File: src/rtl/types_pkg.sv
// rtl/types_pkg.sv - shared constants and types for the fetch front end.
package types_pkg;
  localparam int XLEN_DEF    = 32;
  localparam int FETCH_DEPTH = 4;

  typedef logic [XLEN_DEF-1:0] DATA_BUS;

  typedef struct packed {
    DATA_BUS instr;
    DATA_BUS pc;
  } fq_entry_t;
endpackage

File: src/rtl/fq_fifo.sv
// rtl/fq_fifo.sv - synchronous FIFO with flush and explicit occupancy count.
// Head entry is read straight from storage, so rdata has zero read latency.
module fq_fifo
  import types_pkg::*;
#(
  parameter int  DEPTH = FETCH_DEPTH,
  parameter type T     = fq_entry_t
) (
  input  logic                     clk,
  input  logic                     rst,
  input  logic                     flush,
  input  logic                     push,
  input  T                         wdata,
  input  logic                     pop,
  output T                         rdata,
  output logic [$clog2(DEPTH):0]   count,
  output logic                     empty
);
  localparam int PW = $clog2(DEPTH);
  localparam int CW = PW + 1;

  T              mem_q [DEPTH];
  logic [PW-1:0] wr_ptr_q, rd_ptr_q;
  logic [CW-1:0] count_q;

  always_ff @(posedge clk or negedge rst) begin
    if (!rst) begin
      wr_ptr_q <= '0;
      rd_ptr_q <= '0;
      count_q  <= '0;
      for (int i = 0; i < DEPTH; i++) mem_q[i] <= '0;
    end else if (flush) begin
      wr_ptr_q <= '0;
      rd_ptr_q <= '0;
      count_q  <= '0;
    end else begin
      if (push) begin
        mem_q[wr_ptr_q] <= wdata;
        wr_ptr_q        <= wr_ptr_q + 1'b1;
      end
      if (pop) rd_ptr_q <= rd_ptr_q + 1'b1;
      // Simultaneous push and pop leaves occupancy unchanged, even when full.
      count_q <= count_q + CW'(push) - CW'(pop);
    end
  end

  assign rdata = mem_q[rd_ptr_q];
  assign count = count_q;
  assign empty = (count_q == '0);
endmodule

File: src/rtl/fetch_queue.sv
// rtl/fetch_queue.sv - instruction fetch front end: PC, credit-limited imem
// requests, in-order response buffering and redirect with stale-response drop.
module fetch_queue
  import types_pkg::*;
#(
  parameter int               XLEN     = XLEN_DEF,
  parameter int               DEPTH    = FETCH_DEPTH,
  parameter logic [XLEN-1:0]  RESET_PC = '0
) (
  input  logic                     clk,
  input  logic                     rst,
  input  logic                     redirect_valid,
  input  logic [XLEN-1:0]          redirect_pc,
  output logic                     imem_req_valid,
  input  logic                     imem_req_ready,
  output logic [XLEN-1:0]          imem_addr,
  input  logic                     imem_rsp_valid,
  input  logic [XLEN-1:0]          imem_rsp_data,
  output logic                     instr_valid,
  input  logic                     instr_ready,
  output logic [XLEN-1:0]          instr,
  output logic [XLEN-1:0]          instr_pc,
  output logic [$clog2(DEPTH):0]   count
);
  localparam int CW = $clog2(DEPTH) + 1;

  typedef struct packed {
    logic [XLEN-1:0] instr;
    logic [XLEN-1:0] pc;
  } entry_t;

  logic [XLEN-1:0] fetch_pc_q, fetch_pc_d;
  logic [XLEN-1:0] rsp_pc_q, rsp_pc_d;
  logic [CW-1:0]   in_flight_q, in_flight_d;
  logic [CW-1:0]   drop_cnt_q, drop_cnt_d;
  logic [CW-1:0]   fifo_count;
  logic [CW:0]     credit_used;
  logic            fifo_empty, req_fire, rsp_drop, rsp_push, deq;
  logic [XLEN-1:0] redirect_base;
  logic [1:0]      unused_redirect_lsbs;
  entry_t          wr_entry, head;

  assign redirect_base        = {redirect_pc[XLEN-1:2], 2'b00};
  assign unused_redirect_lsbs = redirect_pc[1:0];

  // Every outstanding request owns a FIFO slot, so responses can never overflow.
  assign credit_used    = {1'b0, fifo_count} + {1'b0, in_flight_q};
  assign imem_req_valid = rst && !redirect_valid && (credit_used < (CW+1)'(DEPTH));
  assign imem_addr      = fetch_pc_q;
  assign req_fire       = imem_req_valid && imem_req_ready;

  assign rsp_drop = imem_rsp_valid && (drop_cnt_q != '0);
  assign rsp_push = imem_rsp_valid && (drop_cnt_q == '0) && !redirect_valid;

  assign instr_valid = !fifo_empty && !redirect_valid;
  assign deq         = instr_valid && instr_ready;

  assign wr_entry = '{instr: imem_rsp_data, pc: rsp_pc_q};

  always_comb begin
    fetch_pc_d  = fetch_pc_q;
    rsp_pc_d    = rsp_pc_q;
    drop_cnt_d  = drop_cnt_q;
    in_flight_d = in_flight_q + CW'(req_fire) - CW'(imem_rsp_valid);
    if (redirect_valid) begin
      // Everything still outstanding after this cycle belongs to the old stream.
      fetch_pc_d = redirect_base;
      rsp_pc_d   = redirect_base;
      drop_cnt_d = in_flight_q - CW'(imem_rsp_valid);
    end else begin
      if (req_fire) fetch_pc_d = fetch_pc_q + XLEN'(4);
      if (rsp_push) rsp_pc_d = rsp_pc_q + XLEN'(4);
      if (rsp_drop) drop_cnt_d = drop_cnt_q - 1'b1;
    end
  end

  always_ff @(posedge clk or negedge rst) begin
    if (!rst) begin
      fetch_pc_q  <= RESET_PC;
      rsp_pc_q    <= RESET_PC;
      in_flight_q <= '0;
      drop_cnt_q  <= '0;
    end else begin
      fetch_pc_q  <= fetch_pc_d;
      rsp_pc_q    <= rsp_pc_d;
      in_flight_q <= in_flight_d;
      drop_cnt_q  <= drop_cnt_d;
    end
  end

  fq_fifo #(
    .DEPTH (DEPTH),
    .T     (entry_t)
  ) u_fifo (
    .clk   (clk),
    .rst   (rst),
    .flush (redirect_valid),
    .push  (rsp_push),
    .wdata (wr_entry),
    .pop   (deq),
    .rdata (head),
    .count (fifo_count),
    .empty (fifo_empty)
  );

  assign instr    = head.instr;
  assign instr_pc = head.pc;
  assign count    = fifo_count;
endmodule

File: config.mk
export PLATFORM = sky130hd
export DESIGN_NAME = fetch_queue
export DESIGN_NICKNAME = d
export VERILOG_FILES = /design/src/rtl/types_pkg.sv /design/src/rtl/fq_fifo.sv /design/src/rtl/fetch_queue.sv
export SDC_FILE = /design/constraint.sdc
export NUM_CORES = 1
export LEC_CHECK = 0
export CAP_MARGIN = 20
export CORE_AREA = 5 5 171 173
export DETAILED_ROUTE_END_ITERATION = 12
export DIE_AREA = 0 0 176 178
export PLACE_DENSITY_LB_ADDON = 0.3
export SLEW_MARGIN = 20
export SYNTH_ARGS = -nofsm -noshare
export SYNTH_HDL_FRONTEND = slang
export SYNTH_SLANG_ARGS = --single-unit
File: constraint.sdc
create_clock -name clk -period 3.8 [get_ports clk]
set_clock_uncertainty 0.1 [all_clocks]
set_input_delay 0.57 -clock clk [delete_from_list [all_inputs] [get_ports clk]]
set_output_delay 0.57 -clock clk [all_outputs]
set_load 0.005 [all_outputs]
==> results of run 1 <==
==> registers in the layout, summed over array words and instances, names as in the netlist <==
| name | flops |
|---|---|
| u_fifo.wr_ptr_q | 2 |
| u_fifo.mem_q | 248 |
| u_fifo.count | 3 |
| in_flight_q | 3 |
| rsp_pc_q | 30 |
| imem_addr | 30 |
| drop_cnt_q | 3 |
| u_fifo.rd_ptr_q | 2 |
==> where the power goes <==
part | internal [mW] | switching (mW) | leakage, nW | total, mW
registers | 4.19 | 0.573 | 4.20 | 4.76
logic | 2.34 | 1.27 | 3.36 | 3.61
clock network | 2.00 | 1.30 | 0.548 | 3.30
==> critical path, stage by stage (launching register included) <==
cell,delay [ps]
sky130_fd_sc_hd__dfrtp_2,860
sky130_fd_sc_hd__buf_4,340
sky130_fd_sc_hd__mux4_2,370
sky130_fd_sc_hd__clkdlybuf4s50_1,470
==> path summary, 6_finish.rpt <==
kind	from	endpoint	slack, ps	cells after the start
worst max-delay path	u_fifo.rd_ptr_q[1]$_DFFE_PN0P_	instr_pc[7]	590	3
worst min-delay path	u_fifo.mem_q[23]$_DFFE_PN0P_	u_fifo.mem_q[23]$_DFFE_PN0P_	380	2
worst max register to register	u_fifo.count[2]$_DFF_PN0_	in_flight_q[2]$_DFF_PN0_	1070	9
worst min register to register	u_fifo.mem_q[23]$_DFFE_PN0P_	u_fifo.mem_q[23]$_DFFE_PN0P_	380	2
max in group asynchronous	rst	u_fifo.mem_q[209]$_DFFE_PN0P_	1450	4
min in group asynchronous	rst	u_fifo.mem_q[244]$_DFFE_PN0P_	430	2
==> cells in the final DEF, fill, tap and decap left out, drive strengths merged, types with 10 or more instances in the layout <==
| cell type | Yosys | layout |
|---|---|---|
| buf | 39 | 21 |
| o21ai | 29 | 29 |
| mux2 | 257 | 257 |
| nor4 | 10 | 10 |
| ha | 16 | 16 |
| nor3 | 10 | 10 |
| inv | 19 | 19 |
| nand3 | 29 | 29 |
| nor2 | 25 | 25 |
| xor2 | 21 | 21 |
| xnor2 | 33 | 33 |
| dfrtp | 321 | 321 |
| nand2 | 64 | 64 |
| nand4 | 28 | 28 |
| clkdlybuf4s50 | 0 | 162 |
| clkbuf | 36 | 52 |
| mux4 | 62 | 62 |
==> layer usage <==
layer,global-route usage [%],vias to the layer above
li1,-,4227
met1,30.7,4856
met2,35.8,250
met3,4.05,46
met4,5.23,0
met5,0,-
==> what timing repair did <==
action                                  CTS  global route
hold buffers                              1             0
endpoints found under the setup margin    0             0
hold endpoints to repair                 32             0
buffers inserted                          0             0
resized for setup                         0             0
==> per-stage QoR <==
stage	cells	total power, mW	area (µm²)
2_1_floorplan	1084	6.65	15100
3_3_place_gp	1535	8.34	17000
3_5_place_dp	1535	8.46	17000
4_1_cts	1594	11.8	18100
5_1_grt	1594	12.3	18100
6_report	1594	11.7	18100
==> cells by family (layout without fill, tap and decap cells) <==
group,count (synthesis),after routing,synth area share (%)
compound gates,63,63,2.53
buf+inv,97,261,3.38
flops,321,321,53.3
fa+ha+maj,18,18,1.59
other cells,1,4,0.0249
mux,321,321,28.6
xor+xnor,54,54,3.14
simple gates,206,206,7.41
==> layout make-up <==
class | instances | area (µm²)
clock buffers | 52 | 1030
clock inverters | 6 | 80.1
fillers | 1985 | 9370
inverters | 19 | 71.3
multi-input cells | 666 | 6550
flip-flops and latches | 321 | 8040
well taps | 346 | 433
repair buffers | 184 | 1910
==> impl_summary.txt, run 1 <==
----------------------------------------------------
[Synthesis]
  Syn_area_per_cell ... 13.9 µm²
  Top-count cell post-synth ... sky130_fd_sc_hd__dfrtp_1
  Summed instance area of the synthesized netlist ... 15100 µm²
  Synth async-reset ratio ... 100%
  Post-synth top area cell ... sky130_fd_sc_hd__dfrtp_1
  Primary flip-flop cell chosen by synthesis mapping ... sky130_fd_sc_hd__dfrtp_1
  Number of flops mapped to enable cells by yosys ... 0
  #FFs+latches synth ... 321
  Synthesized instance count ... 1081
  Commonest cells in the synthesized netlist ... sky130_fd_sc_hd__dfrtp_1, sky130_fd_sc_hd__mux2_2, sky130_fd_sc_hd__nand2_1
  YS warnings ... 0
  Part of the Yosys area used for sequential elements ... 53.3%
  Number of different library cells in the post-synthesis netlist ... 56
  Synth top area cells ... sky130_fd_sc_hd__dfrtp_1, sky130_fd_sc_hd__mux2_2, sky130_fd_sc_hd__mux4_2, sky130_fd_sc_hd__xnor2_1, sky130_fd_sc_hd__nand2_1
  Fraction of synthesized cell area taken by the top area cell type ... 53.3%

[STA]
  Worst Hold Margin ... 379 ps
  Number of endpoints failing setup at the final stage ... 0
  Final number of hold-violating endpoints ... 0
  Actual transition at the worst max-transition pin ... 957 ps
  Highest Clock Rate ... 0.311 GHz
  Setup total negative slack ... 0 ps
  Final worst slack ... 589 ps
  Worst-case headroom to the max-slew limit ... 36.2%
  Final period utilization ... 84.5%
  Final count of pins violating max slew ... 0
  Setup repair after global routing missed its margin ... no
  Final min period ... 3210 ps

[Cells and area]
  Synthesis-to-finish area growth ... 20.2%
  Utilization after layout ... 65.9%
  Layout cell share with drive strength beyond 1 ... 32.6%
  Number of antenna repair diodes ... 0
  # nets final ... 1315

[Route]
  Post-route DRC ... 0
  Met1 Routed Length ... 14800 µm
  Iteration-0 DRC count of the detailed router ... 565
  Via density per instance ... 5.88
  Drt total wl ... 33100 µm
  Wire length on met2 ... 16100 µm
  Detailed-router iteration count before antenna repair ... 6
  Via count ... 9379
  Antenna violation net count after detailed routing ... 0
  Routed length per placed instance ... 20.8 µm
  Routed length on met3 ... 1660 µm
  Max layer used ... met4

[Placement]
  Detail Placement HPWL ... 21400 µm
  Placer congestion estimate ... 0.831
  Post-Place Worst Slack ... 914 ps
  Port bufs ... 164

[Critical path]
  Setup crit end kind ... output port
  Startpoint types ... register
  Top fanout value on the critical path ... 27
  Data arrival time of the worst path ... 2540 ps
  Category of the most critical setup path ... register to output port
  Data required, critical path ... 3130 ps

[Power and ir drop]
  Largest voltage drop on the vdd net ... 363 µV
  Pleak ... 8.11 nW
  Power density of the placed cells ... 645 nW/µm²

[Clock tree]
  Worst-Skew Late Latency ... 500 ps
  Clock tree from TritonCTS ... done
  Clk pin slew, worst setup/hold paths ... 50 ps
  H-Tree Level Count ... 2
  Root buf cell ... sky130_fd_sc_hd__clkbuf_16
  Count of clock tree sinks ... 321
  TritonCTS Buffers ... 35
  Largest buffer count on any clock path ... 3

[Die]
  Width of the chip ... 176 µm
  Core Area ... 27500 µm²
  Ports placed on the boundary ... 171
  Standard-cell rows ... 61
  Die Y ... 178 µm
  Starting utilization of the core area ... 54.8%
  Overall die area ... 31300 µm²

[Global route]
  First-pass GRT wire length ... 54800 µm
  Residual overflow from global routing ... 0
  Total global-route track usage ... 21.8%
  Via count of the first global-routing pass ... 10.1k
  Pin count of the biggest net entering global routing ... 176
  Antenna violations before repair ... 0

[Worst hold path]
  Worst min-delay path class ... register to register

[Outcome]
  Result of the run ... complete, no violations

[Run]
  Number of violations of the max-capacitance limit ... 0

----------------------------------------------------
(Power assumes the default switching activity.)
==> inputs of run 2 (changes only) <==
==> constraint.sdc (replaced) <==
create_clock -name clk -period 3.2 [get_ports clk]
set_clock_uncertainty 0.1 [all_clocks]
set_input_delay 0.48 -clock clk [delete_from_list [all_inputs] [get_ports clk]]
set_output_delay 0.48 -clock clk [all_outputs]
set_load 0.005 [all_outputs]
==> run 2 against run 1 <==
First-iteration DRC count is 2.5% higher. Routed wire length is 0.76% lower. Hold slack worse by 140 ps. Combinational power is 19% higher. Core utilization is 0.28 points higher. Cell count is 0.50% higher. Die area stayed put. Register-to-register slack worse by 470 ps. Non-clock buffer count is 5 higher. Critical path type unchanged.
==> impl_summary.txt, run 2 (same netlist as run 1, synthesis figures left out) <==
----------------------------------------------------
[Outcome]
  Result of the run ... complete, no violations

[Global route]
  Residual overflow from global routing ... 0 (unchanged)
  Total global-route track usage ... 21.6% (-0.17 points)
  First-pass GRT wire length ... 54100 µm (-1.1%)
  Antenna violations before repair ... 0 (unchanged)
  Pin count of the biggest net entering global routing ... 181 (+2.8%)
  Via count of the first global-routing pass ... 9993 (-0.58%)

[Critical path]
  Category of the most critical setup path ... register to output port
  Startpoint types ... register
  Worst r2r path cells ... 9 (unchanged)
  Setup crit end kind ... output port
  Reg-to-reg endpoint ... in_flight_q[2]$_DFF_PN0_
  Top fanout value on the critical path ... 31 (+15%)
  Data arrival time of the worst path ... 2460 ps (-80 ps)
  Data required, critical path ... 2620 ps (-510 ps)
  Worst r2r src ... u_fifo.count[2]$_DFF_PN0_
  Worst reg2reg setup slack ... 600 ps (-470 ps)

[STA]
  Number of endpoints failing setup at the final stage ... 0 (unchanged)
  Setup repair after global routing missed its margin ... no
  Highest Clock Rate ... 0.329 GHz
  Worst-case headroom to the max-slew limit ... 33.5% (-2.7 points)
  Actual transition at the worst max-transition pin ... 998 ps (+41.1 ps)
  Final number of hold-violating endpoints ... 0 (unchanged)
  Setup total negative slack ... 0 ps (unchanged)
  Final count of pins violating max slew ... 0 (unchanged)
  Final period utilization ... 95.1%
  Final min period ... 3040 ps

[Die]
  Overall die area ... 31300 µm² (unchanged)
  Standard-cell rows ... 61 (unchanged)
  Width of the chip ... 176 µm (unchanged)
  Starting utilization of the core area ... 54.8% (unchanged)
  Ports placed on the boundary ... 171 (unchanged)
  Die Y ... 178 µm (unchanged)
  Core Area ... 27500 µm² (unchanged)

[Placement]
  Port bufs ... 164 (unchanged)
  Placer congestion estimate ... 0.839 (+0.93%)
  Detail Placement HPWL ... 21600 µm (+0.80%)

[Worst hold path]
  Worst min-delay path class ... input pin to register
  Hold Startpoint ... redirect_valid
  Sink of the worst hold path ... u_fifo.rd_ptr_q[1]$_DFFE_PN0P_
  Hold-critical path depth ... 2 (unchanged)

[Clock tree]
  Clock tree from TritonCTS ... done
  Post-CTS setup buffer count ... 0 (unchanged)
  H-Tree Level Count ... 2 (unchanged)
  Largest buffer count on any clock path ... 3 (unchanged)
  Count of clock tree sinks ... 321 (unchanged)
  Total of hold buffers inserted after clock tree synthesis ... 1 (unchanged)
  Clk pin slew, worst setup/hold paths ... 60 ps (about the same)
  Root buf cell ... sky130_fd_sc_hd__clkbuf_16
  Number of gates resized after CTS ... 0 (unchanged)
  Worst-Skew Late Latency ... 500 ps (about the same)
  TritonCTS Buffers ... 36 (+2.9%)

[Power and ir drop]
  Pleak ... 8.15 nW (+0.51%)
  Largest voltage drop on the vdd net ... 371 µV (+2.2%)
  Power density of the placed cells ... 766 nW/µm² (+19%)

[Cells and area]
  # nets final ... 1321 (+0.46%)
  Filler Cells Inserted ... 2016 (+1.6%)
  Number of antenna repair diodes ... 0 (unchanged)
  Max FFs per register ... 248 (unchanged)
  Leading cell types in the layout, fill and taps excluded ... sky130_fd_sc_hd__dfrtp_1, sky130_fd_sc_hd__mux2_2, sky130_fd_sc_hd__clkdlybuf4s50_1
  Most common library cell in the layout ignoring fill and taps ... sky130_fd_sc_hd__dfrtp_1
  Utilization after layout ... 66.2% (+0.28 points)
  Synthesis-to-finish area growth ... 20.7%
  Register ranked first by flip-flop count ... u_fifo.mem_q
  Layout cell share with drive strength beyond 1 ... 33.3% (+0.67 points)

[Route]
  Via density per instance ... 5.88 (about the same)
  Routed length per placed instance ... 20.5 µm (-1.3%)
  Via count ... 9421 (+0.45%)
  Iteration-0 DRC count of the detailed router ... 579 (+2.5%)
  Drt total wl ... 32900 µm (-0.76%)
  Antenna violation net count after detailed routing ... 0 (unchanged)
  Post-route DRC ... 0 (unchanged)
  Detailed-router iteration count before antenna repair ... 4 (-2)

[Run]
  Number of violations of the max-capacitance limit ... 0 (unchanged)

----------------------------------------------------
## run 2: cell types whose count changed in the layout (fill, tap and decap cells not counted)
cell and delta:
sky130_fd_sc_hd__buf_4 +7, sky130_fd_sc_hd__clkbuf_8 +4, sky130_fd_sc_hd__clkbuf_1 -3, sky130_fd_sc_hd__buf_12 -1
sky130_fd_sc_hd__buf_6 -1, sky130_fd_sc_hd__clkinv_2 +1, sky130_fd_sc_hd__clkinvlp_4 +1
## run 2: how the worst max path moves through the flow
| stage | to | slack [ps] | from |
|---|---|---|---|
| final | instr_pc[14] | 160 | u_fifo.rd_ptr_q[0]$_DFFE_PN0P_ |
| after global routing | instr_pc[13] | 50 | u_fifo.rd_ptr_q[0]$_DFFE_PN0P_ |
| after CTS | instr_pc[14] | 90 | u_fifo.rd_ptr_q[0]$_DFFE_PN0P_ |
| after detailed placement | rsp_pc_q[26]$_DFFE_PN0N_ | 510 | imem_rsp_valid |
| after global placement | rsp_pc_q[26]$_DFFE_PN0N_ | 550 | imem_rsp_valid |
| after floorplan | in_flight_q[2]$_DFF_PN0_ | 500 | u_fifo.count[2]$_DFF_PN0_ |
## run 2: power by group
group	internal [mW]	total (mW)	leakage [nW]	switching, mW
clock	2.48	4.03	0.577	1.55
sequential	4.98	5.62	4.20	0.642
combinational	2.77	4.28	3.37	1.51
## run 2: routing by layer
metal | up-vias | GRT usage [%] | share of wire [%]
met3 | 58 | 4.56 | 6.2
met1 | 4843 | 30.7 | 44
met2 | 286 | 34.5 | 48
met5 | - | 0 | 0
li1 | 4234 | - | -
met4 | 0 | 5.95 | 2.2
## run 2: cell type report
type,count,area (µm²),area share [%]
Clock buffer,53,1080,5.92
Inverter,19,71.3,0.392
Sequential cell,321,8040,44.2
Clock inverter,8,92.6,0.509
Multi-Input combinational cell,666,6550,36.0
Tap cell,346,433,2.38
Timing Repair Buffer,189,1930,10.6
## run 2: stage by stage
stage / cells / power [mW] / cell area, µm² / setup slack [ps] / hold slack (ps)
global route: 1602 / 14.7 / 18200 / 46.2 / 222
finish: 1602 / 13.9 / 18200 / 157 / 241
detailed placement: 1540 / 10.0 / 17000 / 507 / 369
CTS: 1602 / 14.1 / 18200 / 93.4 / 214
floorplan: 1084 / 7.90 / 15100 / 500 / 84.4
global placement: 1540 / 9.89 / 17000 / 547 / 356
## run 2: worst max-delay path, cell delays in order (launching register included)
cell and delay [ps]:
sky130_fd_sc_hd__dfrtp_4 560, sky130_fd_sc_hd__buf_12 310, sky130_fd_sc_hd__mux4_2 600, sky130_fd_sc_hd__clkdlybuf4s50_1 480
==> inputs of run 3 (changes only) <==
--- a/config.mk
+++ b/config.mk
@@ -6,9 +6,9 @@
 export NUM_CORES = 1
 export LEC_CHECK = 0
 export CAP_MARGIN = 20
-export CORE_AREA = 5 5 171 173
+export CORE_AREA = 2 2 168 170
 export DETAILED_ROUTE_END_ITERATION = 12
-export DIE_AREA = 0 0 176 178
+export DIE_AREA = 0 0 170 172
 export PLACE_DENSITY_LB_ADDON = 0.3
 export SLEW_MARGIN = 20
 export SYNTH_ARGS = -nofsm -noshare
==> run 3 against run 2 <==
Final area increased by 0.39%. Total power increased by 0.29%. Critical path depth unchanged. Via count increased by 0.37%. Largest cell class unchanged. Largest power group unchanged.
==> impl_summary.txt, run 3 (same netlist as run 1, synthesis figures left out) <==
----------------------------------------------------
[Clock tree]
  Clock tree from TritonCTS ... done
  Clk pin slew, worst setup/hold paths ... 60 ps (about the same)
  Largest buffer count on any clock path ... 3 (unchanged)
  Root buf cell ... sky130_fd_sc_hd__clkbuf_16
  H-Tree Level Count ... 2 (unchanged)
  Count of clock tree sinks ... 321 (unchanged)
  Worst-Skew Late Latency ... 510 ps (about the same)
  TritonCTS Buffers ... 35 (-2.8%)

[Power and ir drop]
  Pleak ... 8.20 nW (+0.62%)
  Largest voltage drop on the vdd net ... 385 µV (+3.6%)
  Tot Pwr ... 14.0 mW (+0.29%)
  Power density of the placed cells ... 765 nW/µm² (about the same)

[Critical path]
  Data required, critical path ... 2620 ps (about the same)
  Slowest Stage Delay on Critical Path ... 610 ps (about the same)
  Worst r2r src ... u_fifo.count[2]$_DFF_PN0_
  Data arrival time of the worst path ... 2390 ps (-70 ps)
  Critical Path Source ... u_fifo.rd_ptr_q[0]$_DFFE_PN0P_
  Category of the most critical setup path ... register to output port
  Startpoint types ... register
  Setup crit end kind ... output port
  Top fanout value on the critical path ... 26 (-16%)
  Crit path max-delay cell type ... sky130_fd_sc_hd__mux4_2
  Worst path cell trace ... buf_12 -> mux4_2 -> clkdlybuf4s50_1

[Global route]
  Pin count of the biggest net entering global routing ... 160 (-12%)
  Antenna violations before repair ... 0 (unchanged)
  Total global-route track usage ... 23.1% (+1.5 points)
  Via count of the first global-routing pass ... 9762 (-2.3%)
  Residual overflow from global routing ... 0 (unchanged)
  First-pass GRT wire length ... 52900 µm (-2.3%)

[Outcome]
  Result of the run ... complete, no violations

[Placement]
  Post-placement cell area ... 17100 µm² (+0.32%)
  Port bufs ... 164 (unchanged)
  Placer congestion estimate ... 0.831 (-1.0%)
  DP Cell Count ... 1544 (+0.26%)
  Detail Placement HPWL ... 21200 µm (-1.9%)

[Route]
  Iteration-0 DRC count of the detailed router ... 554 (-4.3%)
  Drt total wl ... 32800 µm (-0.32%)
  Via density per instance ... 5.87 (-0.25%)
  Post-route DRC ... 0 (unchanged)
  Routed length per placed instance ... 20.3 µm (-0.94%)
  Antenna violation net count after detailed routing ... 0 (unchanged)
  Via count ... 9456 (+0.37%)
  Detailed-router iteration count before antenna repair ... 5 (+1)

[STA]
  Actual transition at the worst max-transition pin ... 935 ps (-62.6 ps)
  Number of endpoints failing setup at the final stage ... 0 (unchanged)
  Final min period ... 2970 ps (-70.7 ps)
  Setup total negative slack ... 0 ps (unchanged)
  Setup repair after global routing missed its margin ... no
  Worst-case headroom to the max-slew limit ... 37.6% (+4.2 points)
  Final count of pins violating max slew ... 0 (unchanged)
  Final number of hold-violating endpoints ... 0 (unchanged)
  Worst Hold Margin ... 41.9 ps (-200 ps)
  Highest Clock Rate ... 0.336 GHz (+2.4%)
  Final period utilization ... 92.9% (-2.2 points)

[Cells and area]
  Storage element area ... 8040 µm² (unchanged)
  Leading cell types in the layout, fill and taps excluded ... sky130_fd_sc_hd__dfrtp_1, sky130_fd_sc_hd__mux2_2, sky130_fd_sc_hd__clkdlybuf4s50_1
  Non-Filler Instances ... 1612 (+0.62%)
  Register ranked first by flip-flop count ... u_fifo.mem_q
  Number of antenna repair diodes ... 0 (unchanged)
  Filler Cells Inserted ... 2004 (-0.60%)
  Synthesis-to-finish area growth ... 21.2%
  # nets final ... 1330 (+0.68%)
  Layout cell share with drive strength beyond 1 ... 33.6% (+0.29 points)
  Fin area ... 18300 µm² (+0.39%)
  Most common library cell in the layout ignoring fill and taps ... sky130_fd_sc_hd__dfrtp_1
  Max FFs per register ... 248 (unchanged)
  Area of combinational cells with multiple inputs ... 6550 µm² (unchanged)

[Die]
  Starting utilization of the core area ... 54.8% (unchanged)
  Standard-cell rows ... 61 (unchanged)
  Die Y ... 172 µm (-3.4%)
  Width of the chip ... 170 µm (-3.4%)
  Ports placed on the boundary ... 171 (unchanged)
  Overall die area ... 29200 µm² (-6.7%)
  Core Area ... 27500 µm² (unchanged)

[Run]
  Number of violations of the max-capacitance limit ... 0 (unchanged)

[Worst hold path]
  Worst min-delay path class ... input pin to asynchronous set/reset pin

----------------------------------------------------
-- run 3: changes by cell type in the layout (fill, tap and decap cells not counted), sizes merged --
| cell | delta |
|---|---|
| clkbuf | -1 |
| dlygate4sd3 | -1 |
| clkinv | +1 |
| bufinv | +1 |
| clkinvlp | -1 |
| buf | +11 |
-- run 3: critical path, delay by kind of cell, from the launching register on --
kind / cells / cell delay, ps
DFF: 1 / 520
buffers and inverters: 2 / 750
muxes: 1 / 610
-- run 3: repair_timing --
item                                    4_1_cts  5_1_grt
hold buffers                                  0        0
gates resized for setup                       0        0
buffers inserted                              0        7
endpoints found under the setup margin        0        4
-- run 3: layout make-up --
cell class	instances	area share, %
multi-input cells	666	35.9
repair buffers	199	11.1
well taps	346	2.37
inverters	19	0.391
clock buffers	52	5.60
flip-flops and latches	321	44.0
clock inverters	9	0.658
-- run 3: where the power goes --
group          switching [mW]  internal (mW)  leakage, nW
clock network            1.56           2.45        0.564
registers               0.629           4.98         4.20
logic                    1.55           2.82         3.43
total                    3.73           10.2         8.20
-- run 3: per-stage QoR --
step | util [%] | setup WS, ps
2_1_floorplan | - | 500
6_report | 66.5 | 228
4_1_cts | 66.3 | 33.6
3_5_place_dp | 62.1 | 515
5_1_grt | 66.5 | 164
3_3_place_gp | 62.1 | 568
-- run 3: path summary, 6_finish.rpt --
check | endpoint | slack, ps | depth (start not counted)
max in group asynchronous | imem_addr[14]$_DFFE_PN0P_ | 1710 | 3
worst max register to register | in_flight_q[2]$_DFF_PN0_ | 670 | 9
worst max-delay path | instr_pc[13] | 230 | 3
min in group clk | u_fifo.rd_ptr_q[0]$_DFFE_PN0P_ | 270 | 3
worst min-delay path | u_fifo.mem_q[244]$_DFFE_PN0P_ | 40 | 2
worst min register to register | u_fifo.mem_q[75]$_DFFE_PN0P_ | 380 | 2
-- run 3: metal layers --
layer	global-route usage [%]	vias to the layer above	part of all wire, %
met3	3.87	38	5.3
met5	0	-	0
met4	5.17	0	1.4
li1	-	4242	-
met1	32.7	4912	45
met2	38.0	264	48
